File: config.mk
export PLATFORM = sky130hd
export DESIGN_NAME = wr_stream_uart_tx
export DESIGN_NICKNAME = d
export VERILOG_FILES = /design/src/rtl/wr_stream_uart_tx.sv
export SDC_FILE = /design/constraint.sdc
export NUM_CORES = 1
export LEC_CHECK = 0
export BUFFER_PORTS_ARGS = -buffer_cell sky130_fd_sc_hd__buf_2
export CELL_PAD_IN_SITES_DETAIL_PLACEMENT = 1
export CELL_PAD_IN_SITES_GLOBAL_PLACEMENT = 1
export CORE_ASPECT_RATIO = 0.9
export CORE_MARGIN = 2
export CORE_UTILIZATION = 45
export DETAILED_ROUTE_END_ITERATION = 10
export PLACE_DENSITY = 0.74
export SYNTH_ARGS = -nofsm -noshare
export SYNTH_HDL_FRONTEND = slang
export SYNTH_SLANG_ARGS = --single-unit
File: constraint.sdc
create_clock -name clk -period 3.1 [get_ports clk]
set_input_delay 0.62 -clock clk [delete_from_list [all_inputs] [get_ports clk]]
set_output_delay 0.62 -clock clk [all_outputs]
set_load 0.005 [all_outputs]
File: src/rtl/wr_stream_uart_tx.sv
// wr_stream_uart_tx: buffers bytes from the shared write stream in a small FIFO
// and sends them on an 8N1 UART line, LSB first. Reports FIFO occupancy, a full
// flag and a sticky overflow flag so lost bytes can be detected upstream.
module wr_stream_uart_tx #(
    parameter int CLK_FREQ   = 50000000,
    parameter int BAUD       = 115200,
    parameter int FIFO_DEPTH = 16
) (
    input  logic                          clk,
    input  logic                          reset,
    input  logic                          wr_en,
    input  logic [7:0]                    wr_data,
    output logic                          tx,
    output logic                          busy,
    output logic                          fifo_full,
    output logic [$clog2(FIFO_DEPTH):0]   fifo_count,
    output logic                          overflow
);

    localparam int CLKS_PER_BIT = CLK_FREQ / BAUD;
    localparam int AW           = $clog2(FIFO_DEPTH);
    localparam int CNT_W        = AW + 1;
    localparam int BW           = (CLKS_PER_BIT > 2) ? $clog2(CLKS_PER_BIT) : 1;

    localparam logic [BW-1:0]    BAUD_LAST = BW'(CLKS_PER_BIT - 1);
    localparam logic [CNT_W-1:0] DEPTH_CNT = CNT_W'(FIFO_DEPTH);

    typedef enum logic [1:0] {
        IDLE  = 2'd0,
        START = 2'd1,
        DATA  = 2'd2,
        STOP  = 2'd3
    } state_t;

    state_t          state;
    logic [BW-1:0]   baud_cnt;
    logic [2:0]      bit_idx;
    logic [7:0]      shreg;

    logic [7:0]      mem [FIFO_DEPTH];
    logic [AW-1:0]   wr_ptr;
    logic [AW-1:0]   rd_ptr;
    logic [CNT_W-1:0] count_next;

    logic            push;
    logic            pop;
    logic            baud_done;

    // Decide this cycle's FIFO push/pop and the next occupancy value.
    always_comb begin
        baud_done  = (baud_cnt == BAUD_LAST);
        push       = wr_en && !fifo_full;
        pop        = (fifo_count != '0) &&
                     ((state == IDLE) || ((state == STOP) && baud_done));
        count_next = fifo_count;
        case ({push, pop})
            2'b10:   count_next = fifo_count + CNT_W'(1);
            2'b01:   count_next = fifo_count - CNT_W'(1);
            default: count_next = fifo_count;
        endcase
    end

    // Storage array; contents need no reset because the pointers define validity.
    always_ff @(posedge clk) begin
        if (push) begin
            mem[wr_ptr] <= wr_data;
        end
    end

    // FIFO pointers, registered occupancy/full flags and the sticky overflow flag.
    always_ff @(posedge clk or negedge reset) begin
        if (!reset) begin
            wr_ptr     <= '0;
            rd_ptr     <= '0;
            fifo_count <= '0;
            fifo_full  <= 1'b0;
            overflow   <= 1'b0;
        end else begin
            if (push) begin
                wr_ptr <= wr_ptr + AW'(1);
            end
            if (pop) begin
                rd_ptr <= rd_ptr + AW'(1);
            end
            if (wr_en && fifo_full) begin
                overflow <= 1'b1;
            end
            fifo_count <= count_next;
            fifo_full  <= (count_next == DEPTH_CNT);
        end
    end

    // Frame serialiser: start bit, eight data bits LSB first, stop bit, with tx registered.
    always_ff @(posedge clk or negedge reset) begin
        if (!reset) begin
            state    <= IDLE;
            baud_cnt <= '0;
            bit_idx  <= '0;
            shreg    <= '0;
            tx       <= 1'b1;
        end else begin
            case (state)
                IDLE: begin
                    tx       <= 1'b1;
                    baud_cnt <= '0;
                    if (pop) begin
                        shreg <= mem[rd_ptr];
                        state <= START;
                        tx    <= 1'b0;
                    end
                end
                START: begin
                    if (baud_done) begin
                        baud_cnt <= '0;
                        bit_idx  <= '0;
                        state    <= DATA;
                        tx       <= shreg[0];
                    end else begin
                        baud_cnt <= baud_cnt + BW'(1);
                    end
                end
                DATA: begin
                    if (baud_done) begin
                        baud_cnt <= '0;
                        if (bit_idx == 3'd7) begin
                            state <= STOP;
                            tx    <= 1'b1;
                        end else begin
                            bit_idx <= bit_idx + 3'd1;
                            tx      <= shreg[1];
                            shreg   <= {1'b0, shreg[7:1]};
                        end
                    end else begin
                        baud_cnt <= baud_cnt + BW'(1);
                    end
                end
                STOP: begin
                    if (baud_done) begin
                        baud_cnt <= '0;
                        if (pop) begin
                            shreg <= mem[rd_ptr];
                            state <= START;
                            tx    <= 1'b0;
                        end else begin
                            state <= IDLE;
                        end
                    end else begin
                        baud_cnt <= baud_cnt + BW'(1);
                    end
                end
                default: begin
                    state <= IDLE;
                    tx    <= 1'b1;
                end
            endcase
        end
    end

    // Busy while a frame is on the line or bytes are still waiting.
    always_comb begin
        busy = (state != IDLE) || (fifo_count != '0);
    end

endmodule

### Yosys cells after proc, flatten, opt, wreduce, memory -nomap -nowiden

Memories as Yosys holds them, arrays and structs flattened.
Index checks and enable logic that the tools add are counted.

| word-level totals | value |
|---|---|
| memory bits (writable) | 128 |
| input bits | 11 |
| output and inout bits | 9 |
| flip-flop bits (word level) | 38 |
| memories | 1 |
| logic and storage cells | 77 |

Memories:

| name | depth | width | read ports | clocked after memory_dff | wr ports | line | source |
|---|---|---|---|---|---|---|---|
| mem | 16 | 8 | 1 | 0 | 1 | 40 | `logic [7:0] mem [FIFO_DEPTH];` |

| operators by class | value |
|---|---|
| add/sub/neg operators | 6 |
| equality and inequality tests | 15 |
| muxes and demuxes | 28 |
| reductions and logical operators | 17 |

Operator list:

| cell | number |
|---|---|
| 8-bit 2-to-1 mux | 4 |
| 8-bit one-hot mux with 3 select lines | 1 |
| 9-bit one-hot mux with 2 select lines | 1 |
| 2-bit != test (second input constant) | 7 |
| 4-bit AND reduction | 3 |
| 2-bit 2-to-1 mux | 5 |
| 5-bit one-hot mux with 2 select lines | 1 |
| 9-bit by 1-bit adder with 9-bit output (second input constant) | 1 |
| 9-bit == test (second input constant) | 1 |
| 1-bit 2-to-1 mux | 9 |
| 3-bit 2-to-1 mux | 3 |
| 9-bit 2-to-1 mux | 1 |
| 4-bit by 1-bit adder with 4-bit output (second input constant) | 2 |
| 2-bit one-hot mux with 4 select lines | 1 |
| 2-bit == test (second input constant) | 3 |
| 3-bit one-hot mux with 2 select lines | 1 |
| 5-bit by 1-bit adder with 5-bit output (second input constant) | 1 |
| 5-bit == test (second input constant) | 1 |
| 5-bit AND reduction | 1 |
| 5-bit nonzero test | 1 |
| 5-bit by 1-bit subtractor with 5-bit output (second input constant) | 1 |
| 2-bit by 1-bit == test with 1-bit output (second input constant) | 2 |
| 1-bit logical AND | 4 |
| 1-bit one-hot mux with 4 select lines | 1 |
| 8 further kinds | 10 |

### Longest topological paths before layout

Gate-level depths: netlist (run 1).

| logic depth | value |
|---|---|
| depth in word-level cells | 7 |
| mapped depth | 13 |
| depth with buffers taken out | 13 |

### Worst setup path after synthesis (run 1)

OpenSTA, ideal clock, no wires.

| timing path | value |
|---|---|
| kind | register -> register |
| start | reg fifo_count[1] |
| end | reg fifo_full |
| buffers on the path | 1 |
| cell stages (with the launch flop) | 10 |
| data arrival time | 2689 ps |
| setup time | 68 ps |
| setup slack | 343 ps |
| required time | 3032 ps |
| period minus slack after synthesis | 2757 ps |
| cell sequence | dfrtp_1 > or4_1 > nor2_1 > nor2_1 > ha_1 > clkbuf_1 > mux2_2 > nor3b_1 > mux2i_1 > and4b_1 |

| between the ends | value |
|---|---|
| longest elaborated chain between the ends | 5 |
| elaborated cells between the ends (all ways) | 8 |
| those cells by class | add/sub (2); eq/ne (3); mux (1); reduce/logical (2) |

Ends and longest elaborated chain:

| what | line | source |
|---|---|---|
| start, declared | 16 | `output logic [$clog2(FIFO_DEPTH):0] fifo_count,` |
| start signal, assigned | 88 | `fifo_count <= count_next;` |
| parallel branches: the longest is 3 deep, another holds 5-bit by 1-bit subtractor with 5-bit output | - |  |
| 5-bit one-hot mux with 2 select lines (*) | 56 | `case ({push, pop})` |
| via count_next[1] | 43 | `logic [CNT_W-1:0] count_next;` |
| 5-bit == test (*) | 89 | `fifo_full <= (count_next == DEPTH_CNT);` |
| end signal, assigned | 89 |  |
| end, declared | 15 | `output logic fifo_full,` |

Mark *: on every way through the listed nets, which the timed path passes.
A chain may end at the register's enable or synchronous reset.

### Final worst setup path (run 1)

Ends and elaborated chain as after synthesis.

==> metrics.cfg, run 1 <==
[routing]
wl_per_cell_um=22.5
vias_per_cell=5.68
drc_errors=0
drtIter0Drc=221
ant_nets=0
vias=3757
drt-pass1-iter-count=4
wl_mm=14.9

[sta]
postLayoutSetupSlackWorst_ns=0.223
max_slew_margin_pct=40.5
period_needed_ns=2.88
hold_viol_final=0
setup_violations=0
tns_ns=0
period_share_pct=92.8
fin_skew_ns=0.00929
worst_slew_pin_slew_ns=0.892
hold_ws_ns=0.294
slew_violations=0
rsz0062_at_grt=false
fmax_mhz=348

[grt]
grt_max_degree=39
grt_pass1_wl_mm=23.5
grt_pass1_vias=4056
gr-total-overflow=0
grtUsageTotal_pct=19.5
antenna_found_initial=0

[cts]
holdBufCountCts=0
tritoncts=done
cts.sinks=166
cts_htree_levels=4
clk_latency_ns=0.43
root_buffer=clkbuf_16
cts_buffers=17
clockBufferDepth=2
path_clk_slew_ns=0.07

[die]
initial_core_util_pct=46.1
fp.coreArea_sq_um=15400
die_w_um=137
die-area_sq_um=16800
die_h_um=123
io_pins=20
num_rows=43

[critical_path]
cp_top_family=simple AND/OR/NAND/NOR gates
worstSetupEndpointType=flip-flop
path_class=flip-flop to flip-flop
worstPathArrival_ns=3.24
worst_path_max_delay_cell=or4_4
cp_cell_sequence=or4_4 -> o21ai_4 -> nor2_1 -> xnor2_1 -> ha_1 -> nand2b_1 -> o22ai_1 -> o21ai_0 -> a31oi_1 -> xor2_1 -> and4b_1
cpPeakStageDelay_ns=0.60
required_ns=3.47
worst-path-max-fanout=7
start_kind=flip-flop
cp.buffers_inverters=0

[finish]
stdcell_count=661
utilization_pct=53.0
area_delta_synth_final_pct=15.0
drive_gt1_share_pct=28.8
num-nets-final=474
antennaDiodeCount=0
final_cell_area_sq_um=8190

[pwr]
p_per_area_nw_per_um2=949
leakagePower_nw=2.96
power_mw=7.77
ir_worst_vdd_mv=0.504

[worst_hold_path]
hold_path.class=primary input to asynchronous set/reset pin

[yosys]
ys_seq_elements=166
syn-cell-area_sq_um=7120
synth.distinct_cells=49
yosysSeqAreaShare_pct=67.4
synthArstFlopShare_pct=22.9
synth-edff-count=128
synthCells=402
syn_nets=430
synthFlopType=edfxtp_1
ys_warn_count=0
postSynthAreaPerCell_sq_um=17.7

[placement]
dp.cells=628
dp_slack_ns=-0.0136
gp_congestion=0.734
place_area_sq_um=7540
hpwl_mm=9.52
port_buffers=19

[outcome]
outcome=finished, final reports clean

[job]
maxCapViolations=0

==> cell usage after synthesis, types with 6 or more instances <==
| cell type | instances | area [sq um] |
|---|---|---|
| nor3_1 | 7 | 35.0 |
| dfrtp_1 | 37 | 926 |
| mux2_2 | 18 | 203 |
| nand2b_1 | 6 | 37.5 |
| ha_1 | 17 | 213 |
| mux4_2 | 28 | 631 |
| xnor2_1 | 11 | 96.3 |
| mux4_1 | 12 | 315 |
| nand3_1 | 6 | 30.0 |
| nand2_1 | 16 | 60.1 |
| edfxtp_1 | 128 | 3840 |
| clkbuf_1 | 9 | 33.8 |
| inv_1 | 8 | 30.0 |
| o21ai_0 | 9 | 45.0 |
| nor2_1 | 26 | 97.6 |
| a21oi_1 | 6 | 30.0 |
==> power by group <==
part | switching [mW] | leakage, nW | internal (mW)
registers | 0.281 | 1.63 | 2.79
clock network | 1.03 | 0.300 | 1.11
logic | 1.28 | 1.04 | 1.27
total | 2.60 | 2.96 | 5.17
==> area by class of cell <==
class / instances / area (sq um)
Clock buffer: 17 / 425
Clock inverter: 15 / 194
Fill cell: 1401 / 7250
Inverter: 8 / 30.0
Multi-Input combinational cell: 210 / 2200
Sequential cell: 166 / 4800
Tap cell: 202 / 253
Timing Repair Buffer: 43 / 288
==> cells in the final DEF (no fill, tap or decap), types with 7 or more instances in the layout <==
| cell | n |
|---|---|
| o21ai_0 | 9 |
| ha_1 | 17 |
| dfrtp_1 | 36 |
| mux4_2 | 28 |
| clkbuf_16 | 17 |
| nor3_1 | 7 |
| buf_4 | 23 |
| buf_2 | 19 |
| inv_1 | 8 |
| nor2_1 | 26 |
| mux2_2 | 18 |
| nand2_1 | 16 |
| mux4_1 | 12 |
| xnor2_1 | 11 |
| edfxtp_1 | 128 |
==> worst paths after layout <==
| path | start | endpoint | slack, ns | depth (start not counted) |
|---|---|---|---|---|
| worst max-delay path | fifo_count[1] | fifo_full | 0.22 | 11 |
| worst min-delay path | reset | wr_ptr[1] | 0.29 | 1 |
| worst max register to register | fifo_count[1] | fifo_full | 0.22 | 11 |
| worst min register to register | overflow | overflow | 0.46 | 1 |
| max in group asynchronous | reset | rd_ptr[0] | 2.16 | 1 |
| min in group clk | wr_en | overflow | 0.40 | 2 |
==> repair_timing <==
action / in CTS / in global routing
gates resized for setup: 1 / 3
endpoints found under the setup margin: 1 / 1
setup buffers: 0 / 1
cloned: 0 / 0
==> routing by layer <==
metal / global-route usage (%) / up-vias / wire length [um]
met4: 7.62 / 0 / 196
met3: 3.81 / 17 / 489
li1: - / 1683 / -
met5: 0 / - / 0
met2: 31.4 / 69 / 7550
met1: 26.4 / 1988 / 6640
==> cell families (layout without fill, tap and decap cells) <==
| group | after synthesis | after routing | synth area share, % |
|---|---|---|---|
| DFF | 166 | 166 | 67.4 |
| and+or+nand+nor | 79 | 79 | 5.50 |
| muxes | 59 | 59 | 16.3 |
| AOI/OAI and AO/OA | 39 | 39 | 3.83 |
| buffers and inverters | 26 | 83 | 2.07 |
| adders and majority gates | 17 | 17 | 2.99 |
| xor gates and xnor gates | 16 | 16 | 1.97 |
==> sequential cells by signal (all words and copies together) (netlist names) <==
name        flops
wr_ptr          4
overflow        1
bit_idx         3
state           2
shreg           8
baud_cnt        9
fifo_count      5
fifo_full       1
rd_ptr          4
mem           128
tx              1
Note: power is estimated with default switching activity, not from simulation.
==> run 2: changes to the inputs <==
Settings changed: CELL_PAD_IN_SITES_DETAIL_PLACEMENT 1 to 0.
==> metrics.cfg, run 2 (synthesis gave the netlist of run 1 again) <==
[outcome]
outcome=finished, final reports clean

[die]
io_pins=20  ; unchanged
num_rows=43  ; unchanged
fp.coreArea_sq_um=15400  ; unchanged
die_w_um=137  ; unchanged
die-area_sq_um=16800  ; unchanged
die_h_um=123  ; unchanged
initial_core_util_pct=46.1  ; unchanged

[placement]
hpwl_mm=8.19  ; -14%
dp.cells=628  ; unchanged
gp_congestion=0.734  ; unchanged
port_buffers=19  ; unchanged
place_area_sq_um=7540  ; unchanged
dp_slack_ns=0.169  ; +0.183 ns

[grt]
grt_pass1_wl_mm=20.7  ; -12%
gr-total-overflow=0  ; unchanged
antenna_found_initial=0  ; unchanged
grt_pass1_vias=3712  ; -8.5%
grtUsageTotal_pct=17.1  ; -2.4 points
grt_max_degree=39  ; unchanged

[sta]
postLayoutSetupSlackWorst_ns=0.240  ; +0.0178 ns
tns_ns=0  ; unchanged
max_slew_margin_pct=40.6  ; +0.061 points
setup_violations=0  ; unchanged
slew_violations=0  ; unchanged
fin_skew_ns=0.0151  ; +0.00577 ns
period_needed_ns=2.86  ; -0.0178 ns
period_share_pct=92.2  ; -0.57 points
hold_ws_ns=0.297  ; +0.00308 ns
fmax_mhz=350  ; +0.62%
hold_viol_final=0  ; unchanged
worst_slew_pin_slew_ns=0.891  ; -0.000919 ns

[finish]
utilization_pct=52.9  ; -0.15 points
layout_common_cells=edfxtp_1, dfrtp_1, mux4_2, nor2_1, buf_4
num-nets-final=473  ; -0.21%
n_fill_cell=1206  ; -14%
layout_commonest_cell=edfxtp_1
area_delta_synth_final_pct=14.7
reg.largest.list=mem (128), baud_cnt (9), shreg (8)
final_cell_area_sq_um=8160  ; -0.28%
largest-register=mem
antennaDiodeCount=0  ; unchanged
drive_gt1_share_pct=28.4  ; -0.37 points
stdcell_count=660  ; -0.15%
largest_reg_flops=128  ; unchanged

[routing]
drtIter0Drc=272  ; +23%
wl_mm=13.0  ; -12%
ant_nets=0  ; unchanged
wl_per_cell_um=19.7  ; -12%
drt-pass1-iter-count=4  ; unchanged
vias_per_cell=5.58  ; -1.8%
vias=3685  ; -1.9%
drc_errors=0  ; unchanged

[cts]
root_buffer=clkbuf_16
holdBufCountCts=0  ; unchanged
cts_resized=0  ; -1
cts_htree_levels=4  ; unchanged
clk_latency_ns=0.43  ; about the same
cts.sinks=166  ; unchanged
tritoncts=done
post_cts_buffers=0  ; unchanged
cts_buffers=17  ; unchanged
clockBufferDepth=2  ; unchanged
path_clk_slew_ns=0.07  ; about the same

[pwr]
leakagePower_nw=2.95  ; -0.53%
ir_worst_vdd_mv=0.616  ; +22%
p_per_area_nw_per_um2=935  ; -1.5%
power_mw=7.63  ; -1.7%

[critical_path]
worst-path-max-fanout=7  ; unchanged
worstPathArrival_ns=3.22  ; -0.02 ns
rr_worst_depth=11  ; unchanged
start_kind=flip-flop
worstSetupEndpointType=flip-flop
path_class=flip-flop to flip-flop
required_ns=3.46  ; about the same

[worst_hold_path]
hold_path.class=primary input to asynchronous set/reset pin

[job]
maxCapViolations=0  ; unchanged

## run 2: changes by cell type in the layout (fill, tap and decap cells not counted), sizes merged
| cell | previous run | this run |
|---|---|---|
| inv | 16 | 15 |
| bufinv | 0 | 1 |
| buf | 43 | 42 |
| clkinv | 7 | 5 |
| clkinvlp | 0 | 2 |
## run 2: layout make-up
cell class / count / area [sq um] / share of cell area [%]
multi-input cells: 210 / 2200 / 26.9
flip-flops and latches: 166 / 4800 / 58.8
clock inverters: 15 / 183 / 2.24
well taps: 202 / 253 / 3.10
inverters: 8 / 30.0 / 0.368
clock buffers: 17 / 425 / 5.21
repair buffers: 42 / 280 / 3.43
## run 2: worst max-delay path, stage by stage, from the launching register on
cell	delay, ns
dfrtp_1	0.44
or4_1	0.63
o21ai_4	0.23
nor2_1	0.10
xnor2_1	0.15
ha_1	0.21
nand2b_1	0.08
nor3_1	0.13
nand3_1	0.10
a31oi_1	0.22
xor2_1	0.26
and4b_1	0.24
## run 2: power by group
| group | total (mW) | internal (mW) | switching, mW |
|---|---|---|---|
| Clock | 2.11 | 1.16 | 0.954 |
| Combinational | 2.46 | 1.25 | 1.22 |
| Sequential | 3.06 | 2.79 | 0.264 |
## run 2: per-layer routing
| layer | GRT usage, % | share of wire (%) |
|---|---|---|
| met5 | 0 | 0 |
| met4 | 6.25 | 1.5 |
| met3 | 4.35 | 5.1 |
| met2 | 26.3 | 48 |
| met1 | 23.8 | 46 |
## run 2: final timing paths
kind / start / to / slack, ns
setup reg to reg: fifo_count[1] / fifo_full / 0.24
max in group asynchronous: reset / rd_ptr[0] / 2.16
hold / removal: reset / wr_ptr[0] / 0.30
setup / recovery: fifo_count[1] / fifo_full / 0.24
hold reg to reg: overflow / overflow / 0.45
min in group clk: wr_en / overflow / 0.40
